## src/rtl/cla_pkg.sv

```systemverilog
// Shared constants and helpers for the pipelined carry-lookahead adder/subtractor.
// SAT_MAX/SAT_MIN are only referenced when CLA_SAT_EN is defined.
package cla_pkg;

    localparam int CLA_SEG_DEFAULT = 8;
    localparam int SAT_W_MAX       = 1024;

    function automatic int cla_stages(input int n, input int seg);
        int r;
        if (seg > 0) begin
            r = n / seg;
        end else begin
            r = 0;
        end
        return r;
    endfunction

    // Largest positive two's-complement value of width n, zero-extended to SAT_W_MAX.
    function automatic logic [SAT_W_MAX-1:0] SAT_MAX(input int n);
        logic [SAT_W_MAX-1:0] v;
        v = '0;
        for (int i = 0; i < SAT_W_MAX; i++) begin
            if (i < n - 1) begin
                v[i] = 1'b1;
            end else begin
                v[i] = 1'b0;
            end
        end
        return v;
    endfunction

    function automatic logic [SAT_W_MAX-1:0] SAT_MIN(input int n);
        logic [SAT_W_MAX-1:0] v;
        v = '0;
        for (int i = 0; i < SAT_W_MAX; i++) begin
            if (i == n - 1) begin
                v[i] = 1'b1;
            end else begin
                v[i] = 1'b0;
            end
        end
        return v;
    endfunction

endpackage

```

## src/rtl/cla_segment.sv

```systemverilog
// Combinational SEG-bit carry-lookahead slice. c_msb_in is the carry entering the
// top bit, which the last pipeline stage needs for signed overflow.
module cla_segment #(
    parameter int SEG = 8
) (
    input  logic [SEG-1:0] a,
    input  logic [SEG-1:0] b,
    input  logic           cin,
    output logic [SEG-1:0] s,
    output logic           cout,
    output logic           c_msb_in
);

    logic [SEG-1:0] w_g;
    logic [SEG-1:0] w_p;

    assign w_g = a & b;
    assign w_p = a ^ b;

    // Lookahead recurrence C[i+1] = G | P&C[i], flattened by synthesis inside the slice.
    always_comb begin : p_carry
        logic [SEG:0] c;
        c    = '0;
        c[0] = cin;
        for (int i = 0; i < SEG; i++) begin
            c[i+1] = w_g[i] | (w_p[i] & c[i]);
        end
        s        = w_p ^ c[SEG-1:0];
        cout     = c[SEG];
        c_msb_in = c[SEG-1];
    end

endmodule

```

## src/rtl/pipelined_cla_addsub.sv

```systemverilog
// Pipelined N-bit carry-lookahead adder/subtractor, one SEG-bit slice per stage,
// global-stall valid/ready flow control. Optional macro CLA_SAT_EN adds signed saturation.
module pipelined_cla_addsub
    import cla_pkg::*;
#(
    parameter int N   = 32,
    parameter int SEG = CLA_SEG_DEFAULT
) (
    input  logic         clk,
    input  logic         rst,
    input  logic         in_valid,
    output logic         in_ready,
    input  logic [N-1:0] a,
    input  logic [N-1:0] b,
    input  logic         cin,
    input  logic         sub,
    output logic         out_valid,
    input  logic         out_ready,
    output logic [N-1:0] sum,
    output logic         cout,
    output logic         ovf
);

    localparam int STAGES = cla_stages(N, SEG);

    if (SEG < 1) begin : g_chk_seg
        $error("pipelined_cla_addsub: SEG must be at least 1");
    end else if ((N % SEG) != 0) begin : g_chk_div
        $error("pipelined_cla_addsub: N must be a multiple of SEG");
    end

    logic [N-1:0]   w_bx;
    logic           w_c0;
    logic           w_adv;

    logic           r_out_valid;
    logic [N-1:0]   r_sum;
    logic           r_cout;
    logic           r_ovf;

    assign w_bx     = sub ? ~b : b;
    assign w_c0     = sub ? 1'b1 : cin;
    assign w_adv    = ~r_out_valid | out_ready;
    assign in_ready = w_adv;

    // Stages 0..STAGES-2: r_a_hi/r_b_hi carry the unprocessed slices, r_lo the finished sum.
    for (genvar k = 0; k < STAGES - 1; k++) begin : g_pipe
        localparam int LW = (k + 1) * SEG;
        localparam int HW = N - LW;

        logic [SEG-1:0] w_sa;
        logic [SEG-1:0] w_sb;
        logic [SEG-1:0] w_s;
        logic           w_ci;
        logic           w_co;
        logic           w_unused_cm;
        logic           w_vi;
        logic [HW-1:0]  w_a_hi;
        logic [HW-1:0]  w_b_hi;
        logic [LW-1:0]  w_lo;

        logic           r_v;
        logic           r_c;
        logic [HW-1:0]  r_a_hi;
        logic [HW-1:0]  r_b_hi;
        logic [LW-1:0]  r_lo;

        if (k == 0) begin : g_src
            assign w_sa   = a[SEG-1:0];
            assign w_sb   = w_bx[SEG-1:0];
            assign w_ci   = w_c0;
            assign w_vi   = in_valid;
            assign w_a_hi = a[N-1:SEG];
            assign w_b_hi = w_bx[N-1:SEG];
            assign w_lo   = w_s;
        end else begin : g_src
            assign w_sa   = g_pipe[k-1].r_a_hi[SEG-1:0];
            assign w_sb   = g_pipe[k-1].r_b_hi[SEG-1:0];
            assign w_ci   = g_pipe[k-1].r_c;
            assign w_vi   = g_pipe[k-1].r_v;
            assign w_a_hi = g_pipe[k-1].r_a_hi[HW+SEG-1:SEG];
            assign w_b_hi = g_pipe[k-1].r_b_hi[HW+SEG-1:SEG];
            assign w_lo   = {w_s, g_pipe[k-1].r_lo};
        end

        cla_segment #(.SEG(SEG)) u_seg (
            .a        (w_sa),
            .b        (w_sb),
            .cin      (w_ci),
            .s        (w_s),
            .cout     (w_co),
            .c_msb_in (w_unused_cm)
        );

        // Stage register; bubbles shift like real beats, everything freezes on stall.
        always_ff @(posedge clk) begin
            if (rst) begin
                r_v    <= 1'b0;
                r_c    <= 1'b0;
                r_a_hi <= '0;
                r_b_hi <= '0;
                r_lo   <= '0;
            end else if (w_adv) begin
                r_v    <= w_vi;
                r_c    <= w_co;
                r_a_hi <= w_a_hi;
                r_b_hi <= w_b_hi;
                r_lo   <= w_lo;
            end
        end
    end

    logic [SEG-1:0] w_fa;
    logic [SEG-1:0] w_fb;
    logic [SEG-1:0] w_fs;
    logic           w_fci;
    logic           w_fco;
    logic           w_fcm;
    logic           w_fvi;
    logic           w_fovf;
    logic [N-1:0]   w_fres;
    logic [N-1:0]   w_fout;

    if (STAGES == 1) begin : g_last_src
        assign w_fa   = a;
        assign w_fb   = w_bx;
        assign w_fci  = w_c0;
        assign w_fvi  = in_valid;
        assign w_fres = w_fs;
    end else begin : g_last_src
        assign w_fa   = g_pipe[STAGES-2].r_a_hi;
        assign w_fb   = g_pipe[STAGES-2].r_b_hi;
        assign w_fci  = g_pipe[STAGES-2].r_c;
        assign w_fvi  = g_pipe[STAGES-2].r_v;
        assign w_fres = {w_fs, g_pipe[STAGES-2].r_lo};
    end

    cla_segment #(.SEG(SEG)) u_seg_last (
        .a        (w_fa),
        .b        (w_fb),
        .cin      (w_fci),
        .s        (w_fs),
        .cout     (w_fco),
        .c_msb_in (w_fcm)
    );

    assign w_fovf = w_fcm ^ w_fco;

`ifdef CLA_SAT_EN
    localparam logic [SAT_W_MAX-1:0] SAT_HI = SAT_MAX(N);
    localparam logic [SAT_W_MAX-1:0] SAT_LO = SAT_MIN(N);

    // On overflow both operand MSBs agree, so a's MSB alone selects the clamp direction.
    always_comb begin
        if (w_fovf) begin
            if (w_fa[SEG-1]) begin
                w_fout = SAT_LO[N-1:0];
            end else begin
                w_fout = SAT_HI[N-1:0];
            end
        end else begin
            w_fout = w_fres;
        end
    end
`else
    assign w_fout = w_fres;
`endif

    // Output register: the only point where a finished beat waits for the consumer.
    always_ff @(posedge clk) begin
        if (rst) begin
            r_out_valid <= 1'b0;
            r_sum       <= '0;
            r_cout      <= 1'b0;
            r_ovf       <= 1'b0;
        end else if (w_adv) begin
            r_out_valid <= w_fvi;
            r_sum       <= w_fout;
            r_cout      <= w_fco;
            r_ovf       <= w_fovf;
        end
    end

    assign out_valid = r_out_valid;
    assign sum       = r_sum;
    assign cout      = r_cout;
    assign ovf       = r_ovf;

endmodule

```

## config.mk

```make
export PLATFORM = sky130hd
export DESIGN_NAME = pipelined_cla_addsub
export DESIGN_NICKNAME = d
export VERILOG_FILES = /design/src/rtl/cla_pkg.sv /design/src/rtl/cla_segment.sv /design/src/rtl/pipelined_cla_addsub.sv
export SDC_FILE = /design/constraint.sdc
export NUM_CORES = 1
export LEC_CHECK = 0
export CORE_AREA = 4 4 144 146
export CTS_BUF_LIST = sky130_fd_sc_hd__clkbuf_16
export DETAILED_ROUTE_END_ITERATION = 8
export DIE_AREA = 0 0 148 150
export GPL_ROUTABILITY_DRIVEN = 0
export PLACE_DENSITY = 0.58
export SLEW_MARGIN = 20
export SYNTH_ARGS = -nofsm -noshare
export SYNTH_HDL_FRONTEND = slang
export SYNTH_SLANG_ARGS = --single-unit
```

## constraint.sdc

```tcl
create_clock -name clk -period 8.9 [get_ports clk]
set_clock_uncertainty 0.1 [all_clocks]
set_input_delay 1.78 -clock clk [delete_from_list [all_inputs] [get_ports clk]]
set_output_delay 1.78 -clock clk [all_outputs]
set_load 0.05 [all_outputs]
```

==> summary.txt, run 1 <==
Clock tree
  – Clock Sinks: 185
  – CTS Hold Bufs: 0
  – Worst skew pair latency: 420 ps
  – Clock-pin slew on the worst setup and hold paths: 70 ps
  – Max Buffers Root-to-Sink: 2
  – Clock Root Buffer: clkbuf_16
  – CTS tree: yes
  – # Post-CTS Setup Buffers: 0
  – Post_cts resized: 0
  – # H-tree levels: 4
  – Total CTS buffers: 17

Finish
  – Non-filler cells, final: 1204
  – Final instance area: 0.009225 mm^2
  – # diodes: 0
  – Layout Nets: 1028
  – Core Util, Final: 0.4756
  – Layout fillers: 1954
  – Most common cell after layout, fill and taps aside: nand2_1
  – Area growth, synth to finish: 20.69%
  – Most frequent cells in the layout: nand2_1, dfxtp_1, a21oi_1
  – Fraction of layout cells with a size suffix above 1: 0.08200

Synth
  – Synth top area share: 0.4845
  – Synth warnings: 0
  – #FFs+latches synth: 185
  – Mapped Area: 0.007644 mm^2
  – Syn nets: 964
  – Post-synthesis cell type count: 19
  – Post-synthesis cell type with the largest combined area: dfxtp_1
  – Synth top area cells: dfxtp_1, nand2_1, a21oi_1, fa_1, a211oi_2
  – Sequential fraction of the synthesis area: 0.4845
  – Avg Cell Area, Syn: 8.867 um^2
  – Post-Syn Instances: 862

Drt
  – Vias per cell: 4.532
  – DRT Pass-1 Iters: 4
  – DRC: 0
  – Number of DRC markers in iteration 0: 321
  – DR WL/cell: 13.07 um
  – Total Wirelength: 15740 um
  – Via count: 5456
  – Remaining antenna violation count: 0

Pwr
  – Power Density: 203.3 mW/mm^2
  – Pleak: 3.462 nW
  – Worst vdd ir: 0.0001369 V
  – Final Power: 1.875 mW

Timing
  – Fmax: 169.8 MHz
  – Final period util: 0.6618
  – Setup TNS: 0 ps
  – Max transition margin: 0.2859
  – Final Hold Vio Count: 0
  – RSZ-0062 raised after global routing: false
  – Crit path time final: 5890 ps
  – Final setup violation count: 0
  – Slew @ Worst Pin: 1071 ps
  – Slew Viols, Final: 0

Worst setup path
  – Crit start category: input pin
  – CP Buf/Inv Count: 3
  – Top cell by count, worst path: fa_1
  – Slowest cell delay on critical path: 450 ps
  – CP delay by family, top: adder cells
  – Cell Chain, Critical Path: buf_2, buf_4, nor2_1, fa_1, fa_1, fa_1, fa_1, fa_1, fa_1, fa_1, inv_1, fa_1, nand2_1, a21oi_1
  – CP max FO: 33
  – Worst EP required: 9070 ps
  – WS Path Type: input pin to flop
  – Critical-path top delay cell: buf_4
  – WP data arrival: 6060 ps
  – Crit path capture type: flop

GRT
  – First-pass GRT wire length: 25850 um
  – Vias in the first global route: 5094
  – Pin count of the biggest net entering global routing: 104
  – Initial antenna violation count: 0
  – Grt ovf: 0
  – Total Routing Usage GR: 0.1436

Floorplan
  – Die area: 0.02220 mm^2
  – Core Rows: 51
  – I/O pins: 106
  – Die width: 148 um
  – Initial Util: 0.3940
  – Core footprint: 0.01940 mm^2
  – DIE HEIGHT: 150 um

Outcome
  – Run status: finished clean

Run
  – # Max-Cap Violations: 0

Placed design
  – I/O Buffers: 105
  – Dpl cells: 1172
  – Placed inst area: 0.008632 mm^2
  – Detailed Place HPWL: 10040 um

Hold path
  – Hold/Removal Path Class: flop to flop
## metrics by stage
stage               hold WS, ps  worst slack [ps]
floorplan                 331.9              2980
global placement          338.3              2589
detailed placement        343.6              2517
CTS                       353.2              2964
global route              363.4              2747
finish                    348.6              3010
## where the power goes
group	leakage, nW	internal, mW	switching [mW]
Combinational	1.65	0.0970	0.110
Clock	0.286	0.421	0.332
Sequential	1.52	0.884	0.0317
## worst min-delay path, cell delays in order, from the launching register on
cell and delay, ps:
dfxtp_1 310, nand2_1 50, a21oi_1 50
## area by class of cell
type / instances / area (um^2) / share of cell area
repair buffers: 111 / 1096 / 0.1188
multi-input cells: 581 / 3387 / 0.3672
clock inverters: 15 / 163.9 / 0.01777
clock buffers: 17 / 425.4 / 0.04611
well taps: 265 / 331.6 / 0.03594
flip-flops and latches: 185 / 3704 / 0.4015
inverters: 30 / 117.6 / 0.01275
## cell families after synthesis
| logic type | Yosys count | share of synthesized area |
|---|---|---|
| fa+ha+maj | 32 | 0.08381 |
| buf+inv | 96 | 0.07235 |
| simple gates | 332 | 0.1643 |
| flops | 185 | 0.4845 |
| xor+xnor | 33 | 0.03781 |
| compound gates | 184 | 0.1571 |
## path summary, 6_finish.rpt
| kind | depth (start not counted) | slack [ps] | startpoint | endpoint |
|---|---|---|---|---|
| hold / removal | 2 | 350 | sum[11] | sum[11] |
| setup reg to reg | 12 | 5010 | g_pipe[2].r_c | sum[31] |
| hold reg to reg | 2 | 350 | sum[11] | sum[11] |
| setup / recovery | 14 | 3010 | sub | g_pipe[0].r_lo[7] |
## cell usage after synthesis
cell      instances
inv_1            29
nand2_1         288
buf_8             1
clkbuf_1         16
buf_6            14
nor2b_4           1
buf_1             2
a211oi_2         36
buf_4            11
a21oi_1         144
buf_2            20
clkbuf_4          2
inv_4             1
dfxtp_1         185
xnor2_1          30
a211oi_1          4
fa_1             32
nor2_1           43
xor2_1            3
## routing by layer
metal / GRT usage / vias to the layer above / share of wire
li1: - / 2887 / -
met3: 0.03180 / 16 / 0.038
met4: 0.04988 / 0 / 0.013
met5: 0 / - / 0
met2: 0.1914 / 85 / 0.41
met1: 0.2246 / 2468 / 0.54
## flip-flops by register name (all words and copies together), names as in the netlist
signal         count
g_pipe.r_a_hi     48
out_valid          1
ovf                1
sum               32
g_pipe.r_b_hi     48
g_pipe.r_lo       48
g_pipe.r_c         3
g_pipe.r_v         3
cout               1
Power figures use the tool's default switching activity.
==> inputs of run 2 (changes only) <==
--- a/config.mk
+++ b/config.mk
@@ -10,7 +10,7 @@
 export DETAILED_ROUTE_END_ITERATION = 8
 export DIE_AREA = 0 0 148 150
 export GPL_ROUTABILITY_DRIVEN = 0
-export PLACE_DENSITY = 0.58
+export PLACE_DENSITY = 0.6
 export SLEW_MARGIN = 20
 export SYNTH_ARGS = -nofsm -noshare
 export SYNTH_HDL_FRONTEND = slang
==> constraint.sdc (replaced) <==
create_clock -name clk -period 4.89 [get_ports clk]
set_clock_uncertainty 0.1 [all_clocks]
set_input_delay 0.978 -clock clk [delete_from_list [all_inputs] [get_ports clk]]
set_output_delay 0.978 -clock clk [all_outputs]
set_load 0.05 [all_outputs]
==> run 2 against run 1 <==
Compared with the run above:
- die area did not move
- combinational power up 87%
- global-route usage increased by 0.31 points
- flip-flop and latch count unchanged
- clock power rose by 95%
- clock-buffer cell count unchanged
- routed wire length up 0.87%
- largest power group unchanged
- highest routed layer unchanged
==> summary.txt, run 2 (synthesized netlist as in run 1, its figures left out) <==
Outcome
  – Run status: finished clean

Pwr
  – Worst vdd ir: 0.0002578 V (+88%)
  – Sequential power share: 0.472 (-0.016)
  – Switching share of power: 0.2460 (-0.006980)
  – Comb power frac: 0.110 (about the same)
  – Int Pwr: 2.659 mW (+90%)
  – Net Switching: 0.8673 mW (+83%)
  – Final Power: 3.526 mW (+88%)
  – Power Density: 379.0 mW/mm^2 (+86%)
  – Share of power burned in the clock network: 0.418 (+0.017)
  – Pleak: 3.483 nW (+0.61%)

Drt
  – DRC: 0 (unchanged)
  – Total Wirelength: 15880 um (+0.87%)
  – DRT Pass-1 Iters: 4 (unchanged)
  – DR WL/cell: 13.15 um (+0.62%)
  – Via count: 5471 (+0.27%)
  – Vias per cell: 4.533 (about the same)
  – Remaining antenna violation count: 0 (unchanged)
  – Number of DRC markers in iteration 0: 269 (-16%)

Timing
  – Max transition margin: 0.2595 (-0.02635)
  – Final setup violation count: 0 (unchanged)
  – Hold slack final: 347.8 ps (-0.7800 ps)
  – Crit path time final: 4613 ps
  – Setup TNS: 0 ps (unchanged)
  – Final period util: 0.9434
  – Slew @ Worst Pin: 1111 ps (+39.52 ps)
  – RSZ-0062 raised after global routing: false
  – Fmax: 216.8 MHz
  – Slew Viols, Final: 0 (unchanged)
  – Final Hold Vio Count: 0 (unchanged)

Worst setup path
  – CP max FO: 1 (-97%)
  – WS Path Type: input pin to flop
  – CP delay by family, top: adder cells
  – CP Buf/Inv Count: 2 (-1)
  – WP data arrival: 4820 ps (-1240 ps)
  – Reg2reg start: g_pipe[2].r_c
  – Top cell by count, worst path: fa_2
  – Crit path launch: b[0]
  – Crit path capture type: flop
  – Crit start category: input pin
  – Critical-path top delay cell: clkdlybuf4s50_1
  – Cell Chain, Critical Path: clkdlybuf4s50_1, xnor2_1, fa_1, fa_2, fa_2, fa_2, fa_2, fa_2, fa_1, inv_1, fa_1, nand2_1, a21oi_1
  – Slowest cell delay on critical path: 420 ps (-30 ps)
  – Worst EP required: 5100 ps (-3970 ps)

Finish
  – Area growth, synth to finish: 21.72%
  – Most frequent cells in the layout: nand2_1, dfxtp_1, a21oi_1
  – Most common cell after layout, fill and taps aside: nand2_1
  – Biggest registers after layout: g_pipe.r_a_hi (48), g_pipe.r_b_hi (48), g_pipe.r_lo (48)
  – Final instance area: 0.009304 mm^2 (+0.85%)
  – # diodes: 0 (unchanged)
  – Fraction of layout cells with a size suffix above 1: 0.09236 (+0.01035)
  – Layout Nets: 1031 (+0.29%)

GRT
  – Total Routing Usage GR: 0.1467 (+0.003080)
  – Grt ovf: 0 (unchanged)
  – First-pass GRT wire length: 26190 um (+1.3%)
  – Grt met1 use: 0.2197 (-0.004884)
  – GR peak layer: met1
  – Pin count of the biggest net entering global routing: 134 (+29%)
  – Initial antenna violation count: 0 (unchanged)
  – Met3 Use GR: 0.03452 (+0.002726)
  – Met2 usage: 0.2069 (+0.01553)
  – Vias in the first global route: 5214 (+2.4%)

Floorplan
  – I/O pins: 106 (unchanged)
  – Core footprint: 0.01940 mm^2 (unchanged)
  – Initial Util: 0.3940 (unchanged)
  – Core Rows: 51 (unchanged)
  – DIE HEIGHT: 150 um (unchanged)
  – Die width: 148 um (unchanged)
  – Die area: 0.02220 mm^2 (unchanged)

Clock tree
  – Max Buffers Root-to-Sink: 2 (unchanged)
  – Clock Sinks: 185 (unchanged)
  – Worst skew pair latency: 430 ps (about the same)
  – Clock-pin slew on the worst setup and hold paths: 70 ps (about the same)
  – Post_cts resized: 0 (unchanged)
  – # Post-CTS Setup Buffers: 0 (unchanged)
  – CTS Hold Bufs: 0 (unchanged)
  – Total CTS buffers: 17 (unchanged)
  – CTS tree: yes
  – Clock Root Buffer: clkbuf_16
  – # H-tree levels: 4 (unchanged)

Placed design
  – I/O Buffers: 105 (unchanged)
  – Detailed Place HPWL: 10500 um (+4.5%)
  – Placed inst area: 0.008665 mm^2 (+0.38%)

Hold path
  – Hold/Removal Path Class: flop to flop
  – Hold Path Origin: sum[28]

Run
  – # Max-Cap Violations: 0 (unchanged)
==> run 2: layer usage <==
metal  up-vias  part of all wire
met5         -                 0
met2        87              0.42
met3        16             0.040
met1      2479              0.53
li1       2889                 -
met4         0             0.014
==> run 2: area by class of cell <==
| cell class | instances | area, um^2 |
|---|---|---|
| clock buffer | 17 | 425.4 |
| tap | 265 | 331.6 |
| timing repair buffer | 114 | 1112 |
| inverter | 30 | 117.6 |
| fill | 1928 | 10090 |
| sequential | 185 | 3704 |
| multi-input combinational | 581 | 3400 |
| clock inverter | 15 | 214.0 |
==> run 2: worst paths after layout <==
kind | to | slack (ps) | depth (start not counted)
worst max-delay path | g_pipe[0].r_lo[7] | 280 | 13
worst min-delay path | sum[28] | 350 | 2
worst max register to register | sum[31] | 980 | 12
worst min register to register | sum[28] | 350 | 2
==> run 2: power groups by stage <==
stage	Clock [mW]	Sequential (mW)	Combinational [mW]
after floorplan	0	1.72	0.222
after CTS	1.51	1.66	0.394
after detailed placement	0	1.70	0.392
after global routing	1.57	1.68	0.432
after global placement	0	1.70	0.389
final	1.47	1.66	0.388
==> run 2: worst min-delay path, stage by stage, from the launching register on <==
cell,delay (ps)
dfxtp_1,310
nand2_1,50
a21oi_1,50
==> run 2: per-stage QoR <==
stage	std cells	util	worst slack, ps
2_1_floorplan	862	-	21.04
3_3_place_gp	1175	0.4467	-141.5
3_5_place_dp	1175	0.4467	-192.1
4_1_cts	1207	0.4796	262.2
5_1_grt	1207	0.4796	106.7
6_report	1207	0.4796	277.0
==> inputs of run 3 (changes only) <==
--- a/config.mk
+++ b/config.mk
@@ -7,9 +7,10 @@
 export LEC_CHECK = 0
 export CORE_AREA = 4 4 144 146
 export CTS_BUF_LIST = sky130_fd_sc_hd__clkbuf_16
+export CTS_CLUSTER_DIAMETER = 50
 export DETAILED_ROUTE_END_ITERATION = 8
 export DIE_AREA = 0 0 148 150
-export GPL_ROUTABILITY_DRIVEN = 0
+export GPL_ROUTABILITY_DRIVEN = 1
 export PLACE_DENSITY = 0.6
 export SLEW_MARGIN = 20
 export SYNTH_ARGS = -nofsm -noshare
==> results of run 3 <==
The final DEF is identical to that of run 2; final timing and power are the same.
